## src/rtl/mc_ctrl_pkg.sv

```systemverilog
// mc_ctrl_pkg: shared types and constants for the multicycle control unit.
// FP states exist only when MC_FPU_EN is defined.
package mc_ctrl_pkg;

  typedef enum logic [3:0] {
    S_FETCH,
    S_DECODE,
    S_MEMADR,
    S_MEMRD,
    S_MEMWB,
    S_MEMWR,
    S_EXECR,
    S_EXECI,
    S_ALUWB,
    S_BRANCH,
    S_MULEX,
    S_MULWB
`ifdef MC_FPU_EN
    ,
    S_FPEX,
    S_FPWB
`endif
  } state_e;

  localparam logic [2:0] ALU_ADD   = 3'b000;
  localparam logic [2:0] ALU_SUB   = 3'b001;
  localparam logic [2:0] ALU_AND   = 3'b010;
  localparam logic [2:0] ALU_ORR   = 3'b011;
  localparam logic [2:0] ALU_MUL   = 3'b100;
  localparam logic [2:0] ALU_UMULL = 3'b101;

  localparam logic [1:0] OP_DP  = 2'b00;
  localparam logic [1:0] OP_MEM = 2'b01;
  localparam logic [1:0] OP_BR  = 2'b10;
  localparam logic [1:0] OP_CP  = 2'b11;

  localparam logic [3:0] CMD_ADD = 4'b0100;
  localparam logic [3:0] CMD_SUB = 4'b0010;
  localparam logic [3:0] CMD_AND = 4'b0000;
  localparam logic [3:0] CMD_ORR = 4'b1100;
  localparam logic [3:0] CMD_CMP = 4'b1010;

  localparam logic [3:0] COND_AL = 4'b1110;
  localparam logic [3:0] COND_NV = 4'b1111;

  localparam logic [1:0] ASA_A  = 2'b00;
  localparam logic [1:0] ASA_PC = 2'b01;

  localparam logic [1:0] ASB_REG = 2'b00;
  localparam logic [1:0] ASB_IMM = 2'b01;
  localparam logic [1:0] ASB_4   = 2'b10;

  localparam logic [1:0] RES_ALUOUT = 2'b00;
  localparam logic [1:0] RES_DATA   = 2'b01;
  localparam logic [1:0] RES_ALU    = 2'b10;

  localparam logic [1:0] IMM_8  = 2'b00;
  localparam logic [1:0] IMM_12 = 2'b01;
  localparam logic [1:0] IMM_BR = 2'b10;

  function automatic logic dp_ok(input logic [3:0] cmd);
    return cmd inside {CMD_ADD, CMD_SUB, CMD_AND,
                       CMD_ORR, CMD_CMP};
  endfunction

  // Arithmetic ops own C/V; logical ops only touch N/Z.
  function automatic logic dp_arith(input logic [3:0] cmd);
    return cmd inside {CMD_ADD, CMD_SUB, CMD_CMP};
  endfunction

  function automatic logic [2:0] dp_alu(input logic [3:0] cmd);
    logic [2:0] a;
    unique case (cmd)
      CMD_ADD: a = ALU_ADD;
      CMD_SUB: a = ALU_SUB;
      CMD_CMP: a = ALU_SUB;
      CMD_AND: a = ALU_AND;
      CMD_ORR: a = ALU_ORR;
      default: a = ALU_ADD;
    endcase
    return a;
  endfunction

endpackage

```

## src/rtl/mc_ctrl_if.sv

```systemverilog
// mc_ctrl_if: control unit <-> datapath bundle.
// master = control unit (drives selects/enables), slave = datapath.
interface mc_ctrl_if;
  logic [31:0] Instr;
  logic [3:0]  ALUFlags;
  logic        PCWrite;
  logic        MemWrite;
  logic        RegWrite;
  logic        IRWrite;
  logic        FPUWrite;
  logic        AdrSrc;
  logic [1:0]  RegSrc;
  logic [1:0]  ALUSrcA;
  logic [1:0]  ALUSrcB;
  logic [1:0]  ResultSrc;
  logic [1:0]  ImmSrc;
  logic [2:0]  ALUControl;
  logic        Src_64b;
  logic        RegSrc64b;

  modport master (
    input  Instr, ALUFlags,
    output PCWrite, MemWrite, RegWrite, IRWrite,
    output FPUWrite, AdrSrc, RegSrc, ALUSrcA,
    output ALUSrcB, ResultSrc, ImmSrc, ALUControl,
    output Src_64b, RegSrc64b
  );

  modport slave (
    output Instr, ALUFlags,
    input  PCWrite, MemWrite, RegWrite, IRWrite,
    input  FPUWrite, AdrSrc, RegSrc, ALUSrcA,
    input  ALUSrcB, ResultSrc, ImmSrc, ALUControl,
    input  Src_64b, RegSrc64b
  );
endinterface

```

## src/rtl/mc_cond_unit.sv

```systemverilog
// mc_cond_unit: NZCV flags register and ARM condition check.
// Ports: clk, reset (async high), cond, ALUFlags, FlagW[1]=NZ FlagW[0]=CV, CondEx.
module mc_cond_unit
  import mc_ctrl_pkg::*;
(
  input  logic       clk,
  input  logic       reset,
  input  logic [3:0] cond,
  input  logic [3:0] ALUFlags,
  input  logic [1:0] FlagW,
  output logic       CondEx
);

  logic [3:0] flags_q;
  logic [3:0] flags_d;
  logic       n, z, c, v;

  assign {n, z, c, v} = flags_q;

  // Flag writes are themselves conditional on the instruction's condition.
  always_comb begin
    flags_d = flags_q;
    if (FlagW[1] && CondEx)
      flags_d[3:2] = ALUFlags[3:2];
    if (FlagW[0] && CondEx)
      flags_d[1:0] = ALUFlags[1:0];
  end

  always_ff @(posedge clk or posedge reset) begin
    if (reset)
      flags_q <= '0;
    else
      flags_q <= flags_d;
  end

  always_comb begin
    CondEx = 1'b0;
    unique case (cond)
      4'b0000: CondEx = z;
      4'b0001: CondEx = !z;
      4'b0010: CondEx = c;
      4'b0011: CondEx = !c;
      4'b0100: CondEx = n;
      4'b0101: CondEx = !n;
      4'b0110: CondEx = v;
      4'b0111: CondEx = !v;
      4'b1000: CondEx = c && !z;
      4'b1001: CondEx = !c || z;
      4'b1010: CondEx = n == v;
      4'b1011: CondEx = n != v;
      4'b1100: CondEx = !z && (n == v);
      4'b1101: CondEx = z || (n != v);
      COND_AL: CondEx = 1'b1;
      COND_NV: CondEx = 1'b0;
    endcase
  end

endmodule

```

## src/rtl/mc_control_unit.sv

```systemverilog
// mc_control_unit: multicycle ARM control FSM, Moore outputs, CondEx-gated writes.
// Ports: clk, reset (async high), bus (mc_ctrl_if.master). Optional FP path: MC_FPU_EN.
module mc_control_unit
  import mc_ctrl_pkg::*;
(
  input logic       clk,
  input logic       reset,
  mc_ctrl_if.master bus
);

  state_e state_q;
  state_e state_d;

  logic [1:0] op;
  logic [3:0] cmd;
  logic       i_bit;
  logic       s_bit;
  logic       l_bit;
  logic       long_mul;
  logic       is_mul;
  logic       is_cdp;
  logic       cond_ex;

  assign op       = bus.Instr[27:26];
  assign i_bit    = bus.Instr[25];
  assign cmd      = bus.Instr[24:21];
  assign s_bit    = bus.Instr[20];
  assign l_bit    = bus.Instr[20];
  assign long_mul = bus.Instr[23];

  assign is_mul = (op == OP_DP)
               && (bus.Instr[7:4] == 4'b1001)
               && (bus.Instr[27:24] == 4'b0000);

  assign is_cdp = (op == OP_CP)
               && (bus.Instr[25:24] == 2'b10)
               && !bus.Instr[4];

  logic unused_bits;
`ifdef MC_FPU_EN
  assign unused_bits = ^{bus.Instr[19:8], bus.Instr[3:0]};
`else
  assign unused_bits = ^{bus.Instr[19:8], bus.Instr[3:0], is_cdp};
`endif

  logic [1:0] flag_w;

  mc_cond_unit u_cond (
    .clk      (clk),
    .reset    (reset),
    .cond     (bus.Instr[31:28]),
    .ALUFlags (bus.ALUFlags),
    .FlagW    (flag_w),
    .CondEx   (cond_ex)
  );

  always_ff @(posedge clk or posedge reset) begin
    if (reset)
      state_q <= S_FETCH;
    else
      state_q <= state_d;
  end

  always_comb begin
    state_d = S_FETCH;
    unique case (state_q)
      S_FETCH: state_d = S_DECODE;
      S_DECODE: begin
        unique case (1'b1)
          op == OP_MEM:
            state_d = S_MEMADR;
          op == OP_BR:
            state_d = S_BRANCH;
          is_mul:
            state_d = S_MULEX;
          op == OP_DP && i_bit:
            state_d = S_EXECI;
          op == OP_DP && !i_bit && !is_mul:
            state_d = S_EXECR;
`ifdef MC_FPU_EN
          is_cdp:
            state_d = S_FPEX;
`endif
          default:
            state_d = S_FETCH;
        endcase
      end
      S_MEMADR:
        state_d = l_bit ? S_MEMRD : S_MEMWR;
      S_MEMRD: state_d = S_MEMWB;
      S_EXECR,
      S_EXECI:
        state_d = dp_ok(cmd) ? S_ALUWB : S_FETCH;
      S_MULEX: state_d = S_MULWB;
`ifdef MC_FPU_EN
      S_FPEX: state_d = S_FPWB;
`endif
      default: state_d = S_FETCH;
    endcase
  end

  logic       pc_w;
  logic       ir_w;
  logic       adr;
  logic [1:0] rsel;
  logic [1:0] asa;
  logic [1:0] asb;
  logic [1:0] res;
  logic [1:0] imm;
  logic [2:0] alu;
  logic       s64;
  logic       rs64;
  logic       reg_we;
  logic       mem_we;
  logic       br_we;
`ifdef MC_FPU_EN
  logic       fpu_we;
`endif

  always_comb begin
    pc_w   = 1'b0;
    ir_w   = 1'b0;
    adr    = 1'b0;
    rsel   = 2'b00;
    asa    = ASA_A;
    asb    = ASB_REG;
    res    = RES_ALUOUT;
    imm    = IMM_8;
    alu    = ALU_ADD;
    s64    = 1'b0;
    rs64   = 1'b0;
    reg_we = 1'b0;
    mem_we = 1'b0;
    br_we  = 1'b0;
    flag_w = 2'b00;
`ifdef MC_FPU_EN
    fpu_we = 1'b0;
`endif
    unique case (state_q)
      S_FETCH: begin
        ir_w = 1'b1;
        pc_w = 1'b1;
        asa  = ASA_PC;
        asb  = ASB_4;
        res  = RES_ALU;
      end
      S_DECODE: begin
        asa  = ASA_PC;
        asb  = ASB_4;
        res  = RES_ALU;
        rsel = {op == OP_MEM, op == OP_BR};
      end
      S_MEMADR: begin
        asb = ASB_IMM;
        imm = IMM_12;
      end
      S_MEMRD: adr = 1'b1;
      S_MEMWB: begin
        res    = RES_DATA;
        reg_we = 1'b1;
      end
      S_MEMWR: begin
        adr    = 1'b1;
        mem_we = 1'b1;
      end
      S_EXECR: alu = dp_alu(cmd);
      S_EXECI: begin
        asb = ASB_IMM;
        imm = IMM_8;
        alu = dp_alu(cmd);
      end
      S_ALUWB: begin
        res    = RES_ALUOUT;
        reg_we = cmd != CMD_CMP;
        flag_w = {s_bit, s_bit && dp_arith(cmd)};
      end
      S_BRANCH: begin
        asb   = ASB_IMM;
        imm   = IMM_BR;
        res   = RES_ALU;
        br_we = 1'b1;
      end
      S_MULEX: begin
        rs64 = 1'b1;
        alu  = long_mul ? ALU_UMULL : ALU_MUL;
      end
      S_MULWB: begin
        rs64   = 1'b1;
        alu    = long_mul ? ALU_UMULL : ALU_MUL;
        s64    = long_mul;
        reg_we = 1'b1;
      end
`ifdef MC_FPU_EN
      S_FPEX: ;
      S_FPWB: fpu_we = 1'b1;
`endif
      default: ;
    endcase
  end

  // Fetch-side enables are unconditional; architectural writes wait on CondEx.
  assign bus.PCWrite    = pc_w | (br_we & cond_ex);
  assign bus.RegWrite   = reg_we & cond_ex;
  assign bus.MemWrite   = mem_we & cond_ex;
  assign bus.IRWrite    = ir_w;
  assign bus.AdrSrc     = adr;
  assign bus.RegSrc     = rsel;
  assign bus.ALUSrcA    = asa;
  assign bus.ALUSrcB    = asb;
  assign bus.ResultSrc  = res;
  assign bus.ImmSrc     = imm;
  assign bus.ALUControl = alu;
  assign bus.Src_64b    = s64;
  assign bus.RegSrc64b  = rs64;
`ifdef MC_FPU_EN
  assign bus.FPUWrite   = fpu_we & cond_ex;
`else
  assign bus.FPUWrite   = 1'b0;
`endif

endmodule

```

## src/flat_wrapper.sv

```systemverilog
// flat-port wrapper written by rule: the top's interface ports become plain ports
module mc_control_unit_flat import mc_ctrl_pkg::*;
  (clk, reset, bus_Instr, bus_ALUFlags, bus_PCWrite, bus_MemWrite, bus_RegWrite, bus_IRWrite, bus_FPUWrite, bus_AdrSrc, bus_RegSrc, bus_ALUSrcA, bus_ALUSrcB, bus_ResultSrc, bus_ImmSrc, bus_ALUControl, bus_Src_64b, bus_RegSrc64b);
  mc_ctrl_if bus_i ();
  input logic clk;
  input logic reset;
  input wire logic [$bits(bus_i.Instr)-1:0] bus_Instr;
  input wire logic [$bits(bus_i.ALUFlags)-1:0] bus_ALUFlags;
  output wire logic [$bits(bus_i.PCWrite)-1:0] bus_PCWrite;
  output wire logic [$bits(bus_i.MemWrite)-1:0] bus_MemWrite;
  output wire logic [$bits(bus_i.RegWrite)-1:0] bus_RegWrite;
  output wire logic [$bits(bus_i.IRWrite)-1:0] bus_IRWrite;
  output wire logic [$bits(bus_i.FPUWrite)-1:0] bus_FPUWrite;
  output wire logic [$bits(bus_i.AdrSrc)-1:0] bus_AdrSrc;
  output wire logic [$bits(bus_i.RegSrc)-1:0] bus_RegSrc;
  output wire logic [$bits(bus_i.ALUSrcA)-1:0] bus_ALUSrcA;
  output wire logic [$bits(bus_i.ALUSrcB)-1:0] bus_ALUSrcB;
  output wire logic [$bits(bus_i.ResultSrc)-1:0] bus_ResultSrc;
  output wire logic [$bits(bus_i.ImmSrc)-1:0] bus_ImmSrc;
  output wire logic [$bits(bus_i.ALUControl)-1:0] bus_ALUControl;
  output wire logic [$bits(bus_i.Src_64b)-1:0] bus_Src_64b;
  output wire logic [$bits(bus_i.RegSrc64b)-1:0] bus_RegSrc64b;
  assign bus_i.Instr = bus_Instr;
  assign bus_i.ALUFlags = bus_ALUFlags;
  assign bus_PCWrite = bus_i.PCWrite;
  assign bus_MemWrite = bus_i.MemWrite;
  assign bus_RegWrite = bus_i.RegWrite;
  assign bus_IRWrite = bus_i.IRWrite;
  assign bus_FPUWrite = bus_i.FPUWrite;
  assign bus_AdrSrc = bus_i.AdrSrc;
  assign bus_RegSrc = bus_i.RegSrc;
  assign bus_ALUSrcA = bus_i.ALUSrcA;
  assign bus_ALUSrcB = bus_i.ALUSrcB;
  assign bus_ResultSrc = bus_i.ResultSrc;
  assign bus_ImmSrc = bus_i.ImmSrc;
  assign bus_ALUControl = bus_i.ALUControl;
  assign bus_Src_64b = bus_i.Src_64b;
  assign bus_RegSrc64b = bus_i.RegSrc64b;
  mc_control_unit u_core (.clk(clk), .reset(reset), .bus(bus_i));
endmodule
```

## config.mk

```make
export PLATFORM = sky130hd
export DESIGN_NAME = mc_control_unit_flat
export DESIGN_NICKNAME = d
export VERILOG_FILES = /design/src/rtl/mc_ctrl_pkg.sv /design/src/rtl/mc_ctrl_if.sv /design/src/rtl/mc_cond_unit.sv /design/src/rtl/mc_control_unit.sv /design/src/flat_wrapper.sv
export SDC_FILE = /design/constraint.sdc
export NUM_CORES = 1
export LEC_CHECK = 0
export CORE_MARGIN = 4
export CORE_UTILIZATION = 36
export DETAILED_ROUTE_END_ITERATION = 12
export PLACE_DENSITY_LB_ADDON = 0.08
export RECOVER_POWER = 100
export SYNTH_ARGS = -nofsm -noshare
export SYNTH_HDL_FRONTEND = slang
export SYNTH_SLANG_ARGS = --single-unit
```

## constraint.sdc

```tcl
create_clock -name clk -period 3.5 [get_ports clk]
set_input_delay 0.7 -clock clk [delete_from_list [all_inputs] [get_ports clk]]
set_output_delay 0.7 -clock clk [all_outputs]
set_load 0.02 [all_outputs]
```

# Yosys cells after proc, flatten, opt, wreduce, memory -nomap -nowiden
# Cells that the tools add are included.
dict set report word_totals {
  ff_bits 8
  input_bits 38
  output_inout_bits 21
}
dict set report classes {
  eq_ne 36
  muxes 21
  bitwise_logic 4
  reduce_logical 33
}
# cell n
set op_table {}
lappend op_table {{== test 4 bit, second input constant} 15}
lappend op_table {{== test 4 x 3 -> 1 bit, second input constant} 9}
lappend op_table {{one-hot mux 4 bit (6 select lines)} 1}
lappend op_table {{== test 4 x 2 -> 1 bit, second input constant} 5}
lappend op_table {{one-hot mux 4 bit (5 select lines)} 1}
lappend op_table {{logical NOT 4 bit} 4}
lappend op_table {{one-hot mux 1 bit (16 select lines)} 1}
lappend op_table {{one-hot mux 2 bit (2 select lines)} 3}
lappend op_table {{OR reduction 2 bit} 6}
lappend op_table {{logical AND 1 bit} 10}
lappend op_table {{== test 4 x 1 -> 1 bit, second input constant} 2}
lappend op_table {{2-to-1 mux 1 bit} 8}
lappend op_table {{logical NOT 1 bit} 6}
lappend op_table {{one-hot mux 2 bit (3 select lines)} 1}
lappend op_table {{one-hot mux 3 bit (2 select lines)} 1}
lappend op_table {{OR reduction 3 bit} 2}
lappend op_table {{nonzero test 5 bit} 1}
lappend op_table {{2-to-1 mux 2 bit} 2}
lappend op_table {{2-to-1 mux 4 bit} 1}
lappend op_table {{!= test 4 bit, second input constant} 1}
lappend op_table {{bitwise AND 1 bit} 3}
lappend op_table {{2-to-1 mux 3 bit} 1}
lappend op_table {{nonzero test 3 bit} 1}
lappend op_table {{== test 2 x 1 -> 1 bit, second input constant} 1}
lappend op_table {{7 further kinds} 8}

# Logic depth before layout (Yosys ltp)
dict set report logic_depth {
  word_depth 7
  ltp_mapped 6
  mapped_depth_nobuf 5
}

# Cells and area by module
# Synthesis repeated with hierarchy kept, for this count alone.
dict set report unflattened {
  hier_cells 107
  area_unflattened_um2 902.1
}
# module n_inst cells_per_inst area_each_um2
set by_module_without_submodules {}
lappend by_module_without_submodules {mc_control_unit 1 77 560.5}
lappend by_module_without_submodules {mc_cond_unit 1 30 341.6}

# Least setup slack after synthesis
# No wires, ideal clock.
dict set report synth_path {
  path_kind {input to output}
  start {in bus_Instr[29]}
  end {out bus_MemWrite}
  t_arrival_ns 2.259
  slack_ns 0.541
  stages 5
  path_buffers 0
  path_cell_list {or4b_4 > and4b_4 > a22oi_4 > nand3_1 > nor3_1}
}
dict set report synth_via {
  elab_chain_len 3
  elab_cells_between_ends 18
}
# item line_no
set synth_rtl {}
lappend synth_rtl {{start: declaration} flat_wrapper.sv:7} ;# input wire logic [$bits(bus_i.Instr)-1:0] bus_Instr;
lappend synth_rtl {{== test 4 bit (tied with other cells)} mc_cond_unit.sv:38} ;# unique case (cond)
lappend synth_rtl {{one-hot mux 1 bit (16 select lines) *} mc_cond_unit.sv:38}
lappend synth_rtl {{bitwise AND 1 bit *} mc_control_unit.sv:204} ;# assign bus.MemWrite = mem_we & cond_ex;
lappend synth_rtl {{end: declaration} flat_wrapper.sv:10} ;# output wire logic [$bits(bus_i.MemWrite)-1:0] bus_MemWrite;
# Every way passes the cells marked *; elsewhere a longest branch is shown, timed or not.

# Worst setup path after layout
dict set report layout_path {
  start {in bus_Instr[29]}
  end {out bus_PCWrite}
}
dict set report layout_via {
  elab_chain_len 4
  elab_cells_between_ends 19
}
# item line_no
set layout_rtl {}
lappend layout_rtl {{== test 4 bit (tied with other cells)} mc_cond_unit.sv:38}
lappend layout_rtl {{one-hot mux 1 bit (16 select lines) *} mc_cond_unit.sv:38}
lappend layout_rtl {{bitwise AND 1 bit *} mc_control_unit.sv:202} ;# assign bus.PCWrite = pc_w | (br_we & cond_ex);
lappend layout_rtl {{bitwise OR 1 bit *} mc_control_unit.sv:202}
lappend layout_rtl {{end: declaration} flat_wrapper.sv:9} ;# output wire logic [$bits(bus_i.PCWrite)-1:0] bus_PCWrite;
# Marks and branches as above.

==> summary by stage <==
Hold path
The startpoint of the most critical hold path is u_core.u_cond.flags_q[1]. The count of cells along the worst hold path is 1. The end point of the most critical hold path is u_core.u_cond.flags_q[1].

The worst hold path belongs to the class reg -> reg.

GRT
For this run the aggregate overflow at the end of global routing stands at 0. The first global-routing pass estimated 3.31 mm of wire. The largest net degree at the start of global routing is 16. The total routing resource utilization after global routing is 14.7%. The number of antenna violations at the first check in global routing is 0. The number of global-route vias before repair was 798.

Clock tree
The number of levels the H-tree was split into is 1. The clock tree from TritonCTS is yes. Once the clock tree was built, the setup fixing pass inserted 0 buffers. Clock tree synthesis inserted a total of 3 buffers. The quantity of hold-fixing buffers added after cts is 0. The clock slew seen by the registers of the worst setup and hold paths is 0.05 ns. The number of gates given a new drive strength after cts is 3.

The cell at the root of the clock tree is sky130_fd_sc_hd__clkbuf_4. The clock network latency to the later pin of the worst-skew pair is 0.25 ns. The clock passes through at most 2 buffers.

The TritonCTS sink count is 8.

Critical path
In this run the worst setup path begins at bus_Instr[29]. The critical path startpoint category is an input pin. For flop-to-flop paths, the worst setup slack is 1.36 ns.

STA puts the critical path data required time at 2.80 ns. Counting cells, the worst reg-to-reg path comes to 6. At the worst endpoint, the arrival time is 2.68 ns. The endpoint type of the worst setup path is an output port. The worst register-to-register path ends at u_core.u_cond.flags_q[3].

Of all nets on the critical path, the largest fanout is 3. The critical register-to-register path startpoint is u_core.u_cond.flags_q[2]. The critical path is of the in -> out type.

Power
Power comes to 0.000798 W. Of the total power, registers draw 24.8%. The worst ir drop on vdd is 0.000499 V.

The total internal power is 0.000409 W. The clock network fraction of total power is 8.5%. Combinational logic is responsible for 66.7% of the overall power.

For this design the ratio of total power to cell area is 645 nW/um^2. The switching power summed over all nets is 0.000388 W. The static leakage is 0.566 nW. The net switching share of the total power is 48.7%.

Finish
The final-stage net count is 179. The number of antenna cells inserted is 0. The top cell types in the final layout, fill and taps aside, are 19 x sky130_fd_sc_hd__clkdlybuf4s50_1, 18 x sky130_fd_sc_hd__dlygate4sd3_1, 11 x sky130_fd_sc_hd__nor2_1. The most common cell after layout, fill and taps aside is sky130_fd_sc_hd__clkdlybuf4s50_1.

For this run, the share of the core covered by cells in the final layout is 61.1%. The area growth from synthesis to layout is 55.1%. The post-route netlist has 11.5% of its cells at a drive strength greater than 1.

STA
The time the worst path needs with I/O delays and setup is 3.38 ns. The hold violation total from the final report was 0. Setup slack on the critical path of the routed design comes to 0.123 ns.

The final number of setup-violating endpoints is 0. The final total negative setup slack is 0 ns. Based on the critical path, the design can be clocked at up to 296 MHz. Setup repair after global routing left no endpoint under its margin. Of the available clock period, the critical path in the final layout requires 96.5%. The final worst clock skew is 0.00199 ns. The final max-slew violation count is 0.

Placement
The half-perimeter wire length after placement is 1.73 mm. The worst slack at placement is -0.277 ns. Input and output buffers added on the ports amount to 40. At the end of routability-driven placement, the weighted congestion stood at 0.759.

Routing
The overall routed net length is 2.11 mm. The detailed router finished its first iteration with 23 violations. The detail-routed via count per cell is 5.08. The first detailed-routing pass took 4 iterations. In the routed design, unresolved DRC markers number 0. The amount of wire on met2 after detailed routing is 1.02 mm. Dividing the detail-routed wire length by the instance count gives 12.7 microns. The detailed-routing wirelength on met1 is 927 microns. The via count is 844. The routed design uses 161 microns of met3 wire. The remaining antenna violation count is 0. The topmost layer with routed signal wires is met3.

Synth
Summed over all instances, the cell type with the most area after synthesis is sky130_fd_sc_hd__dfrtp_1. The post-synthesis sequential element count is 8. The number of synthesized flops with an enable pin is 0. The share of the Yosys chip area taken by registers is 25.1%. Synthesis instantiated 44 different standard cells from the library. The number of cells produced by synthesis is 98. The share of synthesized registers carrying an async set or reset is 100%.

Yosys attributes the largest share of cell area to sky130_fd_sc_hd__dfrtp_1 25%, sky130_fd_sc_hd__nor2_1 5.2%, sky130_fd_sc_hd__o21ai_0 4.4%. Each instance of the synthesized netlist takes up on average 8.13 sq um. The most instantiated flip-flop cell in the synthesis netlist is sky130_fd_sc_hd__dfrtp_1. The mapped netlist covers 797 sq um. Yosys printed 0 warnings. The top cell type's share of synthesized area is 25.1%.

Flow run
Across the run, the number of max-cap violations was 0.

Floorplan
The floorplan has 16 rows. The height of the die is 55.1 microns. The floorplan step defined a die boundary enclosing 3030 sq um. The x dimension of the die is 55.1 microns.

The I/O pin total is 59. The standard cell core area is 2020 sq um. For this configuration, the core starts out at a cell density of 39.4%.

Run status
The flow ran to the end, and the final reports show no timing, DRC or antenna violations.
## area by class of cell
| class | count | area, sq um |
|---|---|---|
| clock buffer | 3 | 22.5 |
| timing repair buffer | 44 | 424 |
| inverter | 6 | 22.5 |
| sequential | 8 | 200 |
| fill | 177 | 786 |
| tap | 27 | 33.8 |
| multi-input combinational | 78 | 533 |
## flip-flops by register name (all words and copies together) (netlist names)
name / count
u_core.state_q: 4
u_core.u_cond.flags_q: 4
## cell usage after synthesis (2+ instances only)
cell and count:
sky130_fd_sc_hd__mux2_1 2, sky130_fd_sc_hd__buf_4 3, sky130_fd_sc_hd__xor2_1 3, sky130_fd_sc_hd__nor4_1 2, sky130_fd_sc_hd__o21ai_0 7, sky130_fd_sc_hd__mux2_2 2, sky130_fd_sc_hd__clkbuf_1 3, sky130_fd_sc_hd__nor2b_1 2
sky130_fd_sc_hd__nor3_1 5, sky130_fd_sc_hd__nor2_1 11, sky130_fd_sc_hd__nand3_1 3, sky130_fd_sc_hd__nor4b_1 2, sky130_fd_sc_hd__inv_1 5, sky130_fd_sc_hd__a21oi_1 2, sky130_fd_sc_hd__xnor2_1 2, sky130_fd_sc_hd__or3_1 3
sky130_fd_sc_hd__mux2i_1 2, sky130_fd_sc_hd__nor3b_1 2, sky130_fd_sc_hd__dfrtp_1 8, sky130_fd_sc_hd__nand2b_1 3, sky130_fd_sc_hd__nand2_1 3
## how the worst max path moves through the flow
| stage | to |
|---|---|
| floorplan | bus_MemWrite |
| global placement | bus_MemWrite |
| detailed placement | bus_MemWrite |
| CTS | bus_MemWrite |
| global route | bus_PCWrite |
| finish | bus_PCWrite |
## routing by layer
layer  global-route usage (%)  vias up
li1                         -      438
met1                     18.0      378
met2                     26.2       28
met3                     4.56        0
met4                     1.21        0
met5                        0        -
## through the flow
stage               instance area [sq um]  hold WS (ns)  instances
global placement                     1230         0.519        163
global route                         1240         0.575        166
floorplan                             801         0.478         99
CTS                                  1240         0.552        166
detailed placement                   1230         0.540        163
finish                               1240         0.540        166
## critical path: stages
cell and delay (ns):
sky130_fd_sc_hd__clkdlybuf4s50_1 0.42, sky130_fd_sc_hd__or4b_4 0.53, sky130_fd_sc_hd__and4b_4 0.22, sky130_fd_sc_hd__a22oi_4 0.18
sky130_fd_sc_hd__nand3_1 0.15, sky130_fd_sc_hd__o21bai_1 0.16, sky130_fd_sc_hd__clkdlybuf4s15_1 0.32
## power groups by stage
stage | Combinational, W | Clock (W) | Sequential, W
3_3_place_gp | 0.000571 | 0 | 0.000197
6_report | 0.000532 | 0.0000678 | 0.000198
2_1_floorplan | 0.000393 | 0 | 0.000150
3_5_place_dp | 0.000574 | 0 | 0.000198
4_1_cts | 0.000567 | 0.0000704 | 0.000197
5_1_grt | 0.000577 | 0.0000775 | 0.000207
## cells by family (layout without fill, tap and decap cells)
family / count (synthesis) / after routing / synth area share, %
XOR/XNOR: 5 / 5 / 5.50
multiplexers: 6 / 6 / 8.16
flip-flops: 8 / 8 / 25.1
buffers and inverters: 13 / 53 / 7.69
other: 1 / 2 / 0.471
AND/OR/NAND/NOR: 45 / 45 / 34.4
AO/OA/AOI/OAI: 20 / 20 / 18.7
(Power assumes the default switching activity.)
